## src/rtl/ctrl_pkg.sv

```systemverilog
// Shared constants for the multicycle controller and the downstream ALU control decoder:
// state codes, opcode field values and ALUOp encodings.
package ctrl_pkg;

    typedef enum logic [3:0] {
        S_FETCH    = 4'd0,
        S_DECODE   = 4'd1,
        S_MEMADR   = 4'd2,
        S_MEMREAD  = 4'd3,
        S_MEMWB    = 4'd4,
        S_MEMWRITE = 4'd5,
        S_EXEC_R   = 4'd6,
        S_EXEC_I   = 4'd7,
        S_ALUWB    = 4'd8,
        S_BRANCH   = 4'd9,
        S_JAL      = 4'd10,
        S_HALT     = 4'd11
    } state_t;

    localparam logic [2:0] OP_LW  = 3'b000;
    localparam logic [2:0] OP_SW  = 3'b001;
    localparam logic [2:0] OP_R   = 3'b010;
    localparam logic [2:0] OP_I   = 3'b011;
    localparam logic [2:0] OP_BR  = 3'b100;
    localparam logic [2:0] OP_JAL = 3'b101;

    localparam logic [1:0] S_T = 2'b00;
    localparam logic [1:0] B_T = 2'b01;
    localparam logic [1:0] R_T = 2'b10;
    localparam logic [1:0] I_T = 2'b11;

    localparam logic [1:0] SRCA_PC    = 2'b00;
    localparam logic [1:0] SRCA_OLDPC = 2'b01;
    localparam logic [1:0] SRCA_REG   = 2'b10;

    localparam logic [1:0] SRCB_REG = 2'b00;
    localparam logic [1:0] SRCB_IMM = 2'b01;
    localparam logic [1:0] SRCB_TWO = 2'b10;

    localparam logic [1:0] RES_ALUOUT  = 2'b00;
    localparam logic [1:0] RES_MEMDATA = 2'b01;
    localparam logic [1:0] RES_ALURES  = 2'b10;

endpackage

```

## src/rtl/ctrl_wait_cnt.sv

```systemverilog
// Memory wait counter: counts up to limit without wrapping; done flags the last wait cycle.
module ctrl_wait_cnt (
    input  logic       clk,
    input  logic       reset,
    input  logic       clear,
    input  logic       enable,
    input  logic [1:0] limit,
    output logic       done
);

    logic [1:0] cnt;

    always_ff @(posedge clk or posedge reset) begin
        if (reset) begin
            cnt <= 2'd0;
        end else if (clear) begin
            cnt <= 2'd0;
        end else if (enable && (cnt < limit)) begin
            cnt <= cnt + 2'd1;
        end
    end

    assign done = (cnt == limit);

endmodule

```

## src/rtl/control_fsm.sv

```systemverilog
// Moore control FSM for a multicycle datapath with MEM_LAT-cycle memory accesses.
// Build option: CTRL_ILLEGAL_TRAP_EN traps illegal opcodes in HALT; otherwise they act as NOPs.
//
// state    | meaning
// FETCH    | read instruction, PC += 2 on last wait cycle
// DECODE   | read registers, compute branch/jump target
// MEMADR   | compute load/store address
// MEMREAD  | hold data address for MEM_LAT cycles
// MEMWB    | write load data to register file
// MEMWRITE | single-cycle store strobe
// EXEC_R   | register-register ALU op
// EXEC_I   | register-immediate ALU op
// ALUWB    | write ALU result to register file
// BRANCH   | compare and conditionally update PC
// JAL      | jump, link address computed for ALUWB
// HALT     | illegal-opcode trap, left only by reset
module control_fsm
    import ctrl_pkg::*;
#(
    parameter int MEM_LAT = 1
) (
    input  logic       clk,
    input  logic       reset,
    input  logic [2:0] opcode,
    output logic       PCWrite,
    output logic       IRWrite,
    output logic       MemWrite,
    output logic       RegWrite,
    output logic       Branch,
    output logic       AdrSrc,
    output logic [1:0] ALUSrcA,
    output logic [1:0] ALUSrcB,
    output logic [1:0] ResultSrc,
    output logic [1:0] ALUOp,
    output logic [3:0] state,
    output logic       halted
);

    localparam logic [1:0] WAIT_LIMIT = 2'(MEM_LAT - 1);

    state_t state_q, state_d;
    logic   cnt_clear, cnt_en, cnt_done;

    always_ff @(posedge clk or posedge reset) begin
        if (reset) begin
            state_q <= S_FETCH;
        end else begin
            state_q <= state_d;
        end
    end

    // Clearing on every transition guarantees cnt==0 on entry to any state.
    assign cnt_clear = (state_d != state_q);
    assign cnt_en    = (state_q == S_FETCH) || (state_q == S_MEMREAD);

    ctrl_wait_cnt u_wait_cnt (
        .clk    (clk),
        .reset  (reset),
        .clear  (cnt_clear),
        .enable (cnt_en),
        .limit  (WAIT_LIMIT),
        .done   (cnt_done)
    );

    always_comb begin
        state_d   = state_q;
        PCWrite   = 1'b0;
        IRWrite   = 1'b0;
        MemWrite  = 1'b0;
        RegWrite  = 1'b0;
        Branch    = 1'b0;
        AdrSrc    = 1'b0;
        ALUSrcA   = SRCA_PC;
        ALUSrcB   = SRCB_REG;
        ResultSrc = RES_ALUOUT;
        ALUOp     = S_T;

        case (state_q)
            S_FETCH: begin
                ALUSrcB   = SRCB_TWO;
                ResultSrc = RES_ALURES;
                if (cnt_done) begin
                    IRWrite = 1'b1;
                    PCWrite = 1'b1;
                    state_d = S_DECODE;
                end
            end
            S_DECODE: begin
                ALUSrcA = SRCA_OLDPC;
                ALUSrcB = SRCB_IMM;
                case (opcode)
                    OP_LW, OP_SW: state_d = S_MEMADR;
                    OP_R:         state_d = S_EXEC_R;
                    OP_I:         state_d = S_EXEC_I;
                    OP_BR:        state_d = S_BRANCH;
                    OP_JAL:       state_d = S_JAL;
`ifdef CTRL_ILLEGAL_TRAP_EN
                    default:      state_d = S_HALT;
`else
                    default:      state_d = S_FETCH;
`endif
                endcase
            end
            S_MEMADR: begin
                ALUSrcA = SRCA_REG;
                ALUSrcB = SRCB_IMM;
                // opcode is re-sampled here; anything but LW/SW abandons the access
                if (opcode == OP_LW) begin
                    state_d = S_MEMREAD;
                end else if (opcode == OP_SW) begin
                    state_d = S_MEMWRITE;
                end else begin
                    state_d = S_FETCH;
                end
            end
            S_MEMREAD: begin
                AdrSrc = 1'b1;
                if (cnt_done) begin
                    state_d = S_MEMWB;
                end
            end
            S_MEMWB: begin
                ResultSrc = RES_MEMDATA;
                RegWrite  = 1'b1;
                state_d   = S_FETCH;
            end
            S_MEMWRITE: begin
                AdrSrc   = 1'b1;
                MemWrite = 1'b1;
                state_d  = S_FETCH;
            end
            S_EXEC_R: begin
                ALUSrcA = SRCA_REG;
                ALUSrcB = SRCB_REG;
                ALUOp   = R_T;
                state_d = S_ALUWB;
            end
            S_EXEC_I: begin
                ALUSrcA = SRCA_REG;
                ALUSrcB = SRCB_IMM;
                ALUOp   = I_T;
                state_d = S_ALUWB;
            end
            S_ALUWB: begin
                RegWrite = 1'b1;
                state_d  = S_FETCH;
            end
            S_BRANCH: begin
                ALUSrcA = SRCA_REG;
                ALUSrcB = SRCB_REG;
                ALUOp   = B_T;
                Branch  = 1'b1;
                state_d = S_FETCH;
            end
            S_JAL: begin
                ALUSrcA = SRCA_OLDPC;
                ALUSrcB = SRCB_TWO;
                PCWrite = 1'b1;
                state_d = S_ALUWB;
            end
`ifdef CTRL_ILLEGAL_TRAP_EN
            S_HALT: begin
                state_d = S_HALT;
            end
`endif
            default: begin
                state_d = S_FETCH;
            end
        endcase

        // FETCH with MEM_LAT=1 would otherwise strobe IRWrite/PCWrite while reset is held.
        if (reset) begin
            PCWrite  = 1'b0;
            IRWrite  = 1'b0;
            MemWrite = 1'b0;
            RegWrite = 1'b0;
            Branch   = 1'b0;
        end
    end

    assign state = state_q;

`ifdef CTRL_ILLEGAL_TRAP_EN
    assign halted = (state_q == S_HALT);
`else
    assign halted = 1'b0;
`endif

endmodule
```

## config.mk

```make
export PLATFORM = sky130hd
export DESIGN_NAME = control_fsm
export DESIGN_NICKNAME = d
export VERILOG_FILES = /design/src/rtl/ctrl_pkg.sv /design/src/rtl/ctrl_wait_cnt.sv /design/src/rtl/control_fsm.sv
export SDC_FILE = /design/constraint.sdc
export NUM_CORES = 1
export LEC_CHECK = 0
export CORE_AREA = 3 3 40 42
export CTS_CLUSTER_SIZE = 12
export DETAILED_ROUTE_END_ITERATION = 8
export DIE_AREA = 0 0 43 45
export PLACE_DENSITY = 0.73
export SETUP_SLACK_MARGIN = 0.15
export SLEW_MARGIN = 5
export SYNTH_ARGS = -nofsm -noshare
export SYNTH_HDL_FRONTEND = slang
export SYNTH_SLANG_ARGS = --single-unit
```

## constraint.sdc

```tcl
create_clock -name clk -period 1.65 [get_ports clk]
set_input_delay 0.495 -clock clk [delete_from_list [all_inputs] [get_ports clk]]
set_output_delay 0.495 -clock clk [all_outputs]
set_load 0.03 [all_outputs]
```

# Yosys cells after proc, flatten, opt, wreduce, memory -nomap -nowiden
# Index checks and enable logic that the tools add are counted.
# op_classes
n_mux	24
n_eq_ne	16
magnitude_cmp	1
reduce_logical	14
add_sub_neg	1
# ops
cell	n
$pmux 4 s5	2
$eq 4x3->1 const B	4
$eq 4x4->1 const B	3
$pmux 2 s2	3
$mux 1	11
$reduce_or 2->1	5
$eq 4x2->1 const B	2
$mux 4	2
$eq 3x2->1 const B	2
$eq 3x3->1 const B	2
$mux 3	2
$pmux 2 s3	1
$reduce_or 3->1	2
$eq 4x1->1 const B	1
$logic_not 4->1	1
$mux 2	2
$ne 4x4->1	1
$reduce_or 4->1	1
$eq 3x1->1 const B	1
$logic_not 3->1	1
$add 2x1->2 const B	1
$logic_not 2->1	1
$lt 2x1->1 const B	1
$pmux 1 s2	1
3 further kinds	3
# word_totals
out_inout_bits	19
register_bits	6
input_bits	5
elab_cells	58

# Logic depth before layout (Yosys ltp)
# Gate-level depths: netlist (run 1).
# logic_depth
word_depth	6
depth_mapped	4

# Hierarchy
# From an unflattened synthesis (run 1), not the netlist that was laid out.
# hier_totals
cells_unflattened	91
area_unflattened_um2	676.9
# modules_own_cells
module	cells_each	seq_area_each_um2	area_each_um2	n_inst
control_fsm	74	100.1	520.5	1
ctrl_wait_cnt	17	50.0	156.4	1

# Worst setup path after synthesis (run 1)
# No wires, ideal clock.
# synth_path
path_kind	register -> output
startpoint	register state_q[3] (netlist: state[3])
endpoint	output port IRWrite
arrival_time_ns	1.888
required_time_ns	1.155
n_path_buf	1
slack_ns	-0.733
stages_incl_launch_ff	4
cell_sequence	dfrtp_1 > buf_2 > or2_1 > nor4_1
# synth_between
elab_chain_len	3
# synth_lines
item	line_no	source
start, declared	control_fsm.sv:41	state_t state_q, state_d;
start signal, assigned	control_fsm.sv:48	state_q <= state_d;
$logic_not 4->1	control_fsm.sv:78	case (state_q)
$mux 1	control_fsm.sv:78	
$mux 1	control_fsm.sv:172	if (reset) begin
end, declared	control_fsm.sv:26	output logic IRWrite,
# No other way between the ends.

# Worst setup path after layout (run 1)
# layout_path
startpoint	register state_q[2] (netlist: state[2])
endpoint	output port RegWrite
# layout_between
elab_chain_len	4
# layout_lines
item	line_no	source
$eq 4x3->1 or $eq 4x4->1 (tied branches)	control_fsm.sv:78	
$reduce_or 2->1 (no line) (*)	--	
$mux 1 (*)	control_fsm.sv:78	
$mux 1 (*)	control_fsm.sv:172	
end, declared	control_fsm.sv:28	output logic RegWrite,
# Every way passes the cells marked *; elsewhere a longest branch is shown, timed or not.

==> flow_summary.toml, run 1 <==
[floorplan]
die-area_um2 = 1940
start_util = 0.353
fp.dieH_um = 45
die_w_um = 43
rows = 13
coreArea_um2 = 1280
ios = 24

[cts]
clock-sinks = 4
cts_tree = "done"
cts_buffers = 3
clk_pin_slew_ns = 0.04
cts_root_buf = "clkbuf_4"
cts_buffer_depth = 2
cts-htree-levels = 1
clock_latency_ns = 0.24

[synthesis]
synthesis.nets = 64
ys_seq_elements = 4
yosys_warnings = 0
syn_area_um2 = 454
ys_types = 32
syn_area_per_cell_um2 = 7.70
seq_area_frac_synth = 0.220
synth_cells = 59

[drt]
via_per_inst = 5.05
drt_first_pass_iters = 4
vias = 616
wl_per_cell_um = 13.8
wl_um = 1690
drtIter0Drc = 9
ant_nets = 0
route.detailed.drc = 0
top_layer_used = "met3"
wirelength_met1_um = 665
met2WireLength_um = 944
met3_length_um = 76

[job]
drv_cap = 0

[place]
hpwl_um = 1180
port_buffers = 22
place.gp.congestion = 0.731
dpl_cell_area_um2 = 942

[power_and_ir_drop]
power.leakage_nw = 0.501
power_density_nw_per_um2 = 2490
power_mw = 2.73
irDropWorstVdd_uv = 1380

[critical_path]
r2r-start = "state[1]"
critPathRequiredTime_ns = 1.15
start_kind = "flip-flop"
cp_data_arrival_time_ns = 1.41
critPathKind = "reg2out"
crit_path_end_kind = "output pin"
cp_max_fo = 8
timing.critical_path.from = "state[2]"

[final_layout]
num-fill-cells = 74
final_area_um2 = 1100
ff_latch_area_um2 = 105
fin_nets = 114
multi_input_area_um2 = 473
n_antenna_cell = 0
fin_util = 0.853
syn_to_final_growth_pct = 141
largest_reg_flops = 4
final_layout_size_suffix_gt1_frac = 0.738

[global_routing]
grt_pass1_wl_um = 2500
grt.overflow.total = 0
grt_max_degree = 9
grt_usage = 0.172
antenna_found_initial = 0
first_global_vias = 579

[status]
outcome = "finished with violations"
violations = "negative setup slack"

[sta]
hold_violations = 0
fin_crit_ns = 1.90
finalCritPeriodShare = 1.15
rsz0062_at_grt = "true"
fmax_ghz = 0.526
slew_violations = 0
setup_ws_ns = -0.252
setup_viol = 14
finClkSkew_ns = 0.00803

[worst_hold_path]
min_path_type = "in2async"
-- per-stage QoR --
stage                     hold slack [ns]  cells  worst slack [ns]  setup TNS (ns)
after floorplan                     0.261     59            -0.231           -1.32
after global placement              0.702    113            -0.348           -1.61
after detailed placement            0.696    113            -0.356           -1.74
after CTS                           0.428    117            -0.273           -2.81
after global routing                0.465    122            -0.308           -3.57
final                               0.434    122            -0.252           -2.74
-- worst paths after layout --
path                            endpoint  slack (ns)  depth (start not counted)
worst min register to register  state[3]        0.73                          2
worst max-delay path            RegWrite       -0.25                          3
worst min-delay path            state[2]        0.43                          3
min in group clk                state[2]        0.67                          4
max in group asynchronous       state[0]        1.04                          3
worst max register to register  state[1]        0.27                          5
-- placed cells by master (no fill, tap or decap), drive strengths merged --
cell type and n:
a2111oi 1, a211oi 1, a21o 1, a21oi 3, a32oi 1, buf 47, clkbuf 3, clkdlybuf4s50 1
conb 1, dfrtp 4, dlygate4sd2 1, dlymetal6s2s 2, inv 4, mux2 1, nand2 1, nand2b 5
nand3 1, nor2 6, nor2b 1, nor3 6, nor3b 1, nor4 2, nor4b 1, nor4bb 1
o21a 1, o21ai 4, o22ai 1, or2 1, or4 1, xnor2 2, xor2 1
-- synthesized netlist by cell type (all sizes together) --
| cell | count | area, um2 |
|---|---|---|
| o22ai | 1 | 6.26 |
| nand3 | 1 | 5.00 |
| o21a | 1 | 7.51 |
| inv | 4 | 15.0 |
| nand2 | 1 | 3.75 |
| a21oi | 3 | 15.0 |
| xnor2 | 2 | 17.5 |
| or2 | 1 | 6.26 |
| a21o | 1 | 7.51 |
| o21ai | 4 | 20.0 |
| nor2 | 6 | 22.5 |
| nor4b | 1 | 8.76 |
| nor4bb | 1 | 10.0 |
| mux2 | 1 | 11.3 |
| or4 | 1 | 7.51 |
| buf | 6 | 38.8 |
| dfrtp | 4 | 100 |
| nor4 | 2 | 12.5 |
| nand2b | 5 | 46.3 |
| xor2 | 1 | 8.76 |
| nor2b | 1 | 6.26 |
| conb | 1 | 3.75 |
| nor3b | 1 | 12.5 |
| nor3 | 6 | 30.0 |
| a2111oi | 1 | 15.0 |
| a32oi | 1 | 8.76 |
| a211oi | 1 | 7.51 |
-- per-layer routing --
layer / up-vias / global-route usage
met5: - / 0
met4: 0 / 0.0904
met3: 0 / 0.0159
met2: 18 / 0.344
met1: 295 / 0.174
li1: 303 / -
-- logic make-up (layout without fill, tap and decap cells) --
family | count (synthesis) | in the layout | share of synthesized area
AOI/OAI and AO/OA | 13 | 13 | 0.193
DFF | 4 | 4 | 0.220
other | 1 | 1 | 0.00826
xor gates and xnor gates | 3 | 3 | 0.0579
buffers and inverters | 10 | 58 | 0.118
muxes | 1 | 1 | 0.0248
and+or+nand+nor | 27 | 27 | 0.377
-- power breakdown --
group	total [mW]	internal [mW]	switching, mW
Clock	0.121	0.0813	0.0399
Sequential	0.244	0.152	0.0919
Combinational	2.36	1.14	1.22
-- final cells by class --
cell class / instances / share of cell area
clock buffers: 3 / 0.0205
flip-flops and latches: 4 / 0.0959
multi-input cells: 45 / 0.432
well taps: 15 / 0.0171
inverters: 4 / 0.0137
repair buffers: 51 / 0.421
-- critical path, stage by stage (launching register included) --
cell and delay, ns:
dfrtp_2 0.48, nand2b_4 0.19, a2111oi_4 0.29, buf_4 0.21
-- timing repair --
action,in CTS,in global routing
setup buffers,1,5
hold buffers,0,0
gates resized for setup,11,11
pin swaps,0,2
setup endpoints to repair,16,17
Note: power is estimated with default switching activity, not from simulation.
==> inputs of run 2 (changes only) <==
Settings changed: ABC_CLOCK_PERIOD_IN_PS set to 1650, CORE_AREA 3 3 40 42 to 2 2 39 41, DIE_AREA 0 0 43 45 to 0 0 41 43.
==> run 2 against run 1 <==
  * The run still ends with negative setup slack left
  * Global-route usage up 11 points
  * Final cell count is 9.0% higher
  * Fmax down 3.1%
  * Die area down 8.9%
  * Core utilization up 6.0 points
  * Sequential share of layout area decreased by 1.3 points
  * Via count up 13%
  * Register-to-register slack worse by 0.09 ns
  * Clock-buffer cell count did not move
  * Power rose by 17%
  * Critical endpoint is now ALUSrcB[0]
==> flow_summary.toml, run 2 (synthesis results as in run 1) <==
[status]
outcome = "finished with violations"
violations = "negative setup slack"

[place]
place.gp.congestion = 0.816
dp_slack_ns = -0.367
hpwl_um = 1330
port_buffers = 22

[final_layout]
largest_reg_flops = 4
fin_util = 0.913
num-fill-cells = 53
final_layout_size_suffix_gt1_frac = 0.786
final_cell_mix = "29 x buf_4, 26 x buf_6, 4 x nor3_4, 4 x nand2b_4, 4 x dfrtp_2"
fin_nets = 124
syn_to_final_growth_pct = 178
final_common_cell = "buf_4"
n_antenna_cell = 0

[critical_path]
max_stage_delay_ns = 0.44
cp_data_arrival_time_ns = 1.47
start_kind = "flip-flop"
crit_chain = "buf_4, xnor2_1, a21oi_2, nor2_2, buf_6"
r2r_setup_slack_ns = 0.18
timing.critical_path.from = "state[2]"
r2r-start = "state[1]"
critPathKind = "reg2out"
slowest_stage = "dfrtp_2"
crit_path_end_kind = "output pin"
cp_max_fo = 6
r2r-end = "state[1]"
crit_end = "ALUSrcB[0]"
critPathRequiredTime_ns = 1.15
ff2ff_path_depth = 5

[floorplan]
die_w_um = 41
rows = 14
start_util = 0.328
ios = 24
die-area_um2 = 1760
fp.dieH_um = 43
coreArea_um2 = 1380

[sta]
finClkSkew_ns = 0.0000345
hold_violations = 0
fin_crit_ns = 1.96
setup_viol = 14
fmax_ghz = 0.509
finalCritPeriodShare = 1.19
setup_ws_ns = -0.314
rsz0062_at_grt = "true"
slew_violations = 0
whs_ns = 0.469

[power_and_ir_drop]
power.leakage_nw = 0.563
power_density_nw_per_um2 = 2520
irDropWorstVdd_uv = 1640
power_mw = 3.19

[cts]
clock-sinks = 4
cts_buffers = 3
clock_latency_ns = 0.23
cts_root_buf = "clkbuf_4"
cts-htree-levels = 1
clk_pin_slew_ns = 0.04
cts_buffer_depth = 2
cts_tree = "done"

[drt]
via_per_inst = 5.21
wl_per_cell_um = 18.0
ant_nets = 0
wl_um = 2390
drtIter0Drc = 16
route.detailed.drc = 0
vias = 693
drt_first_pass_iters = 4

[global_routing]
antenna_found_initial = 0
grt_usage = 0.279
grt_pass1_wl_um = 3260
first_global_vias = 689
grt.overflow.total = 0
grt_max_degree = 8

[worst_hold_path]
min_path_type = "in2async"

[job]
drv_cap = 0
==> run 2: cell count changes in the layout (fill, tap and decap cells not counted), sizes merged <==
cell / before / now
buf: 47 / 57
clkdlybuf4s50: 1 / 2
dlymetal6s2s: 2 / 1
==> run 2: worst min path at each step <==
stage | startpoint | end | slack, ns
CTS | reset | state[1] | 0.45
global placement | state[3] | state[3] | 0.71
detailed placement | state[3] | state[3] | 0.72
finish | reset | state[3] | 0.47
global route | reset | state[3] | 0.46
floorplan | reset | state[0] | 0.26
==> run 2: power breakdown <==
group	total, mW	internal, mW	switching (mW)
Clock	0.123	0.0815	0.0412
Sequential	0.254	0.152	0.103
Combinational	2.81	1.41	1.40
==> run 2: metal layers <==
metal  wire [um]  global-route usage  part of all wire
met3          65              0.0209             0.027
met4          55              0.0800             0.023
met1         922               0.281              0.39
met2        1340               0.544              0.56
met5           0                   0                 0
==> run 2: timing repair <==
item	CTS	global route
pin swaps	8	6
hold buffers	0	0
endpoints found under the setup margin	18	20
setup buffers	9	6
gates resized for setup	20	21
==> run 2: final cells by class <==
cell class	count	area [um2]	share of cell area
Timing Repair Buffer	61	587	0.464
Multi-Input combinational cell	45	514	0.407
Sequential cell	4	105	0.0832
Clock buffer	3	22.5	0.0178
Tap cell	16	20.0	0.0158
Inverter	4	15.0	0.0119
==> run 2: metrics by stage <==
| stage | instances | area (um2) | TNS (ns) |
|---|---|---|---|
| 2_1_floorplan | 59 | 627 | -1.32 |
| 3_3_place_gp | 116 | 946 | -1.51 |
| 3_5_place_dp | 116 | 946 | -1.87 |
| 4_1_cts | 128 | 1130 | -2.66 |
| 5_1_grt | 133 | 1260 | -3.87 |
| 6_report | 133 | 1260 | -2.99 |
==> run 2: critical path: cells and delay by family, from the launching register on <==
family | cells | cell delay, ns
AOI/OAI and AO/OA | 1 | 0.11
xor gates and xnor gates | 1 | 0.28
buffers and inverters | 2 | 0.31
DFF | 1 | 0.44
and+or+nand+nor | 1 | 0.10
